## config.mk

```make
export PLATFORM = sky130hd
export DESIGN_NAME = seq_control
export DESIGN_NICKNAME = d
export VERILOG_FILES = /design/src/rtl/seq_control_pkg.sv /design/src/rtl/seq_counter.sv /design/src/rtl/seq_control.sv
export SDC_FILE = /design/constraint.sdc
export NUM_CORES = 1
export LEC_CHECK = 0
export ABC_AREA = 1
export BUFFER_PORTS_ARGS = -buffer_cell sky130_fd_sc_hd__buf_2
export CORE_MARGIN = 2
export CORE_UTILIZATION = 35
export DETAILED_ROUTE_END_ITERATION = 16
export SLEW_MARGIN = 40
export SYNTH_ARGS = -nofsm -noshare
export SYNTH_HDL_FRONTEND = slang
export SYNTH_SLANG_ARGS = --single-unit
```

## constraint.sdc

```tcl
create_clock -name clk -period 2.1 [get_ports clk]
set_clock_uncertainty 0.05 [all_clocks]
set_input_delay 0.42 -clock clk [delete_from_list [all_inputs] [get_ports clk]]
set_output_delay 0.42 -clock clk [all_outputs]
set_load 0.05 [all_outputs]
```

## src/rtl/seq_control_pkg.sv

```systemverilog
// -----------------------------------------------------------------------------
// seq_control_pkg
//
// Purpose : Shared types and helpers for the seq_control run controller and
//           its counter sub-module.
//
// Contents:
//   state_t     - controller state encoding (IDLE, ARMED, LOAD, RUN, DONE).
//   ceil_log2() - smallest n with 2**n >= value; used to size the length and
//                 count fields from MAX_LEN at elaboration time.
//   clamp_len() - maps a requested run length onto the legal range
//                 1..max_len (0 becomes 1, anything above max_len saturates).
// -----------------------------------------------------------------------------
package seq_control_pkg;

   typedef enum logic [2:0] {
      ST_IDLE  = 3'd0,
      ST_ARMED = 3'd1,
      ST_LOAD  = 3'd2,
      ST_RUN   = 3'd3,
      ST_DONE  = 3'd4
   } state_t;

   // Elaboration-time width helper. The loop bound keeps it a plain constant
   // function that every tool can evaluate.
   function automatic int ceil_log2(input int value);
      int result;
      result = 0;
      for (int i = 0; i < 31; i++) begin
         if ((1 << i) < value) begin
            result = i + 1;
         end
      end
      return result;
   endfunction

   // A run always lasts at least one counted cycle and never more than the
   // counter can represent as a terminal index.
   function automatic int clamp_len(input int req_len, input int max_len);
      int result;
      if (req_len < 1) begin
         result = 1;
      end else if (req_len > max_len) begin
         result = max_len;
      end else begin
         result = req_len;
      end
      return result;
   endfunction

endpackage : seq_control_pkg

```

## src/rtl/seq_counter.sv

```systemverilog
// -----------------------------------------------------------------------------
// seq_counter
//
// Purpose : Enabled up-counter with synchronous clear, terminal compare and
//           wrap-to-zero. Also decodes the first/last-cycle flags so the
//           controller only has to say whether the count is currently live.
//
// Parameters:
//   NBITS      - counter width.
//
// Ports:
//   clk        in   clock.
//   reset      in   asynchronous, active-low reset (count -> 0).
//   i_clear    in   synchronous clear; wins over i_advance.
//   i_advance  in   step the counter this cycle (wraps to 0 at terminal).
//   i_active   in   qualifies the flag outputs (count is meaningful).
//   i_term     in   terminal index (last value before wrap).
//   o_count    out  current count.
//   o_at_term  out  count equals i_term (unqualified, for the controller).
//   o_first    out  i_active && count == 0.
//   o_last     out  i_active && count == i_term.
// -----------------------------------------------------------------------------
module seq_counter #(
   parameter int NBITS = 6
) (
   input  logic             clk,
   input  logic             reset,
   input  logic             i_clear,
   input  logic             i_advance,
   input  logic             i_active,
   input  logic [NBITS-1:0] i_term,
   output logic [NBITS-1:0] o_count,
   output logic             o_at_term,
   output logic             o_first,
   output logic             o_last
);

   logic [NBITS-1:0] r_count;
   logic             w_at_term;

   assign w_at_term = (r_count == i_term);

   // NOTE: clocked state uses non-blocking (<=) so every register samples the
   // pre-edge values of the others, independent of block evaluation order.
   always_ff @(posedge clk or negedge reset) begin
      if (!reset) begin
         r_count <= '0;
      end else if (i_clear) begin
         r_count <= '0;
      end else if (i_advance) begin
         r_count <= w_at_term ? '0 : r_count + 1'b1;
      end
   end

   assign o_count   = r_count;
   assign o_at_term = w_at_term;
   assign o_first   = i_active && (r_count == '0);
   assign o_last    = i_active && w_at_term;

endmodule : seq_counter

```

## src/rtl/seq_control.sv

```systemverilog
// -----------------------------------------------------------------------------
// seq_control
//
// Purpose : Run controller for multi-cycle sequential datapaths (shift-add
//           multipliers, serial dividers, ...). Detects a start request,
//           pulses a one-cycle datapath clear, then counts a latched number
//           of cycles, advancing only while enabled, and pulses done.
//
// Parameters:
//   MAX_LEN          - maximum run length in counted cycles (>= 1).
//   START_ON_RELEASE - 1: launch on start falling edge (press then release).
//                      0: launch on start rising edge.
//   NBITS            - width of len/count; derived from MAX_LEN, do not set.
//
// Compile-time option:
//   SEQ_CTRL_AUTO_REPEAT_EN - when defined, DONE goes straight back to LOAD so
//                             runs repeat (re-sampling len) until abort.
//
// Ports:
//   clk         in   clock.
//   reset       in   asynchronous, active-low reset.
//   start       in   start request level (debounced, synchronised).
//   enable      in   count-advance qualifier; 0 pauses a run.
//   abort       in   synchronous cancel of any active run.
//   len         in   requested run length, sampled in LOAD.
//   sync_reset  out  one-cycle datapath clear (LOAD).
//   busy        out  high in LOAD, RUN and DONE.
//   run         out  high in RUN.
//   done        out  one-cycle pulse (DONE).
//   flag_first  out  run && count == 0.
//   flag_last   out  run && count == latched length - 1.
//   count       out  current cycle index.
// -----------------------------------------------------------------------------
module seq_control
   import seq_control_pkg::*;
#(
   parameter int MAX_LEN          = 32,
   parameter bit START_ON_RELEASE = 1'b1,
   parameter int NBITS            = ceil_log2(MAX_LEN + 1)
) (
   input  logic             clk,
   input  logic             reset,
   input  logic             start,
   input  logic             enable,
   input  logic             abort,
   input  logic [NBITS-1:0] len,
   output logic             sync_reset,
   output logic             busy,
   output logic             run,
   output logic             done,
   output logic             flag_first,
   output logic             flag_last,
   output logic [NBITS-1:0] count
);

   state_t           r_state;
   logic [NBITS-1:0] r_len_q;
   logic             r_start_d;

   logic             w_start_rise;
   logic             w_in_load;
   logic             w_in_run;
   logic             w_clear;
   logic             w_advance;
   logic [NBITS-1:0] w_term;
   logic             w_at_term;

   // Previous start level tracked every cycle, so a start held high through a
   // whole run cannot relaunch: it has to be seen low before another rise.
   assign w_start_rise = start && !r_start_d;

   assign w_in_load = (r_state == ST_LOAD);
   assign w_in_run  = (r_state == ST_RUN);

   // Count restarts at 0 entering RUN and after a cancelled run.
   assign w_clear   = w_in_load || abort;
   assign w_advance = w_in_run && enable;

   // r_len_q is at least 1 whenever RUN is reachable, so the terminal index
   // never underflows while it matters.
   assign w_term = r_len_q - 1'b1;

   seq_counter #(
      .NBITS     (NBITS)
   ) u_counter (
      .clk       (clk),
      .reset     (reset),
      .i_clear   (w_clear),
      .i_advance (w_advance),
      .i_active  (w_in_run),
      .i_term    (w_term),
      .o_count   (count),
      .o_at_term (w_at_term),
      .o_first   (flag_first),
      .o_last    (flag_last)
   );

   always_ff @(posedge clk or negedge reset) begin
      if (!reset) begin
         r_state   <= ST_IDLE;
         r_len_q   <= '0;
         r_start_d <= 1'b0;
      end else begin
         r_start_d <= start;
         // abort outranks every transition, including enable-driven
         // completion, so a cancelled run never pulses done.
         if (abort) begin
            r_state <= ST_IDLE;
         end else begin
            case (r_state)
               ST_IDLE: begin
                  if (START_ON_RELEASE) begin
                     if (start) begin
                        r_state <= ST_ARMED;
                     end
                  end else if (w_start_rise) begin
                     r_state <= ST_LOAD;
                  end
               end
               ST_ARMED: begin
                  if (!start) begin
                     r_state <= ST_LOAD;
                  end
               end
               ST_LOAD: begin
                  r_len_q <= NBITS'(clamp_len(int'(len), MAX_LEN));
                  r_state <= ST_RUN;
               end
               ST_RUN: begin
                  if (enable && w_at_term) begin
                     r_state <= ST_DONE;
                  end
               end
               ST_DONE: begin
`ifdef SEQ_CTRL_AUTO_REPEAT_EN
                  r_state <= ST_LOAD;
`else
                  r_state <= ST_IDLE;
`endif
               end
               // NOTE: the default arm returns any unused encoding to IDLE
               // instead of leaving the state undefined.
               default: begin
                  r_state <= ST_IDLE;
               end
            endcase
         end
      end
   end

   assign sync_reset = w_in_load;
   assign run        = w_in_run;
   assign done       = (r_state == ST_DONE);
   assign busy       = w_in_load || w_in_run || (r_state == ST_DONE);

endmodule : seq_control

```

==> results.cfg <==
[finish]
area_growth_pct = 25.7
nets = 187
final_cell_mix = 39 x nand2_1, 20 x buf_2, 16 x inv_1
fin_area_um2 = 1320
antenna_cells = 0
fill_cells = 281
drive_gt1_share_pct = 36.6
layout.cells.most_common = nand2_1
final_util_pct = 47.1

[place]
gp_congestion = 0.862
port_buffers = 22
hpwl_um = 1910
placed_area_um2 = 1260
post-place-ws_ns = -0.0125

[clocking]
htreeDepth = 1
path_clk_slew_ns = 0.09
cts_buffers = 3
cts_buffer_depth = 2
cts.sinks = 15
cts_tree = yes
root_buffer = clkbuf_4
clkLatencyLatePin_ns = 0.28

[critical_path]
cp-start-kind = register
arrival_ns = 1.80
end_kind = output port
cp_max_fo = 2
worstPathRequired_ns = 1.63
critPathKind = reg -> out

[detailed_routing]
vias_per_cell = 4.86
drtAntennaViolNets = 0
routed_wl_um = 2350
first_pass_iters = 10
drt_iter0_markers = 20
vias = 986
post_drt_wl_per_cell_um = 11.6
drc_errors = 1

[die]
io-pin-count = 23
start_util_pct = 37.4
die_area_um2 = 3450
die_y_um = 58.8
row_count = 19
coreArea_um2 = 2810
chipWidth_um = 58.8

[min_path]
hold_path.class = in -> reg

[timing]
drv_slew = 0
finalSetupViolCount = 1
fmax_ghz = 0.441
hold_viol = 0
worst_slew_pin_slew_ns = 0.424
relSlewSlack_pct = 71.7
period_minus_slack_ns = 2.27
fin_setup_tns_ns = -0.165
fin_crit_sh_pct = 108
setup_ws_ns = -0.165
rsz0062_at_grt = true

[synthesis]
synth_area_um2 = 1050
synth_cells = 141
postSynthAreaPerCell_um2 = 7.45
yosysUniqueCellTypes = 27
ys_ff_latch = 15
ys_warn_count = 0
syn_nets = 155
synth-seq-area-share_pct = 35.8

[global_routing]
grt_pass1_vias = 996
grt_first_pass_wirelength_um = 4310
grtUsageTotal_pct = 16.2
overflow = 0
grt_max_degree = 16
antenna_found_initial = 0

[status]
status = finished with violations
violations = DRC, setup timing

[power]
p_per_area_nw_per_um2 = 992
ir_drop_mv = 0.348
p_leak_nw = 0.622

[run]
cap_violations = 0
worst max-delay path, stage by stage, from the launching register on:
cell and delay (ns):
dfrtp_1 0.39, inv_2 0.06, ha_4 0.26, inv_2 0.03
nand2_1 0.05, nand2_1 0.05, nor2_1 0.08, nand3_1 0.08
nor2_2 0.11, nand3_2 0.10, nor3_4 0.13, buf_6 0.18
state kept, by name (all words and copies together), names as in the netlist:
name               cells
r_len_q                6
u_counter.o_count      6
r_state                3
what timing repair did:
action                                 in CTS  in global routing
endpoints found under the hold margin      15                  0
hold buffers                                1                  0
setup endpoints to repair                   2                  2
pin swaps                                   2                  0
setup buffers                               2                  0
resized for setup                           3                  2
per-stage QoR:
| step | power, mW | hold slack (ns) | std cells |
|---|---|---|---|
| 2_1_floorplan | 0.957 | 0.0744 | 141 |
| 3_3_place_gp | 1.11 | 0.294 | 196 |
| 3_5_place_dp | 1.13 | 0.302 | 196 |
| 4_1_cts | 1.32 | 0.307 | 203 |
| 5_1_grt | 1.46 | 0.315 | 203 |
| 6_report | 1.31 | 0.317 | 203 |
synth_stat cells, drive strengths merged:
library cell | count | area share, %
ha | 3 | 3.6
clkbuf | 1 | 0.36
a21oi | 1 | 0.48
inv | 21 | 7.5
o211ai | 1 | 0.72
nand2 | 41 | 16
nand3 | 12 | 6.2
nor2 | 14 | 8.1
or2 | 1 | 0.60
a211oi | 1 | 1.2
nand4 | 2 | 1.2
o21ai | 14 | 8.8
xnor2 | 2 | 1.7
nand3b | 2 | 1.4
nor4 | 1 | 0.60
xor2 | 4 | 3.3
dfrtp | 15 | 36
nor3 | 5 | 2.9
worst paths after layout:
| path | startpoint | end | slack [ns] | cells past startpoint |
|---|---|---|---|---|
| worst min register to register | r_len_q[5] | r_len_q[5] | 0.49 | 2 |
| worst max register to register | r_len_q[0] | u_counter.o_count[3] | 0.29 | 13 |
| worst min-delay path | len[3] | r_len_q[3] | 0.32 | 3 |
| max in group asynchronous | reset | u_counter.o_count[3] | 1.20 | 2 |
| worst max-delay path | r_len_q[0] | flag_last | -0.17 | 11 |
| min in group asynchronous | reset | u_counter.o_count[1] | 0.52 | 2 |
cells by family after synthesis:
group / count (synthesis) / synth area share [%]
AND/OR/NAND/NOR: 78 / 36.6
adder cells (fa/ha/maj): 3 / 3.58
flip-flops: 15 / 35.8
AO/OA/AOI/OAI: 17 / 11.2
XOR/XNOR: 6 / 5.01
buffers and inverters: 22 / 7.87
where the power goes:
| part | switching (mW) | internal, mW |
|---|---|---|
| logic | 0.450 | 0.265 |
| clock network | 0.0922 | 0.0736 |
| registers | 0.0721 | 0.358 |
final cells by class:
| class | count | area, um2 | share of cell area [%] |
|---|---|---|---|
| repair buffers | 28 | 166 | 12.6 |
| flip-flops and latches | 15 | 385 | 29.2 |
| multi-input cells | 104 | 624 | 47.3 |
| well taps | 31 | 38.8 | 2.94 |
| inverters | 21 | 78.8 | 5.97 |
| clock buffers | 4 | 26.3 | 1.99 |
per-layer routing:
metal | up-vias | share of wire (%) | GRT usage [%]
met1 | 457 | 49 | 21.7
met4 | 0 | 0.81 | 6.17
li1 | 514 | - | -
met3 | 2 | 2.9 | 2.42
met2 | 13 | 47 | 26.2
met5 | - | 0 | 0
(Power assumes the default switching activity.)
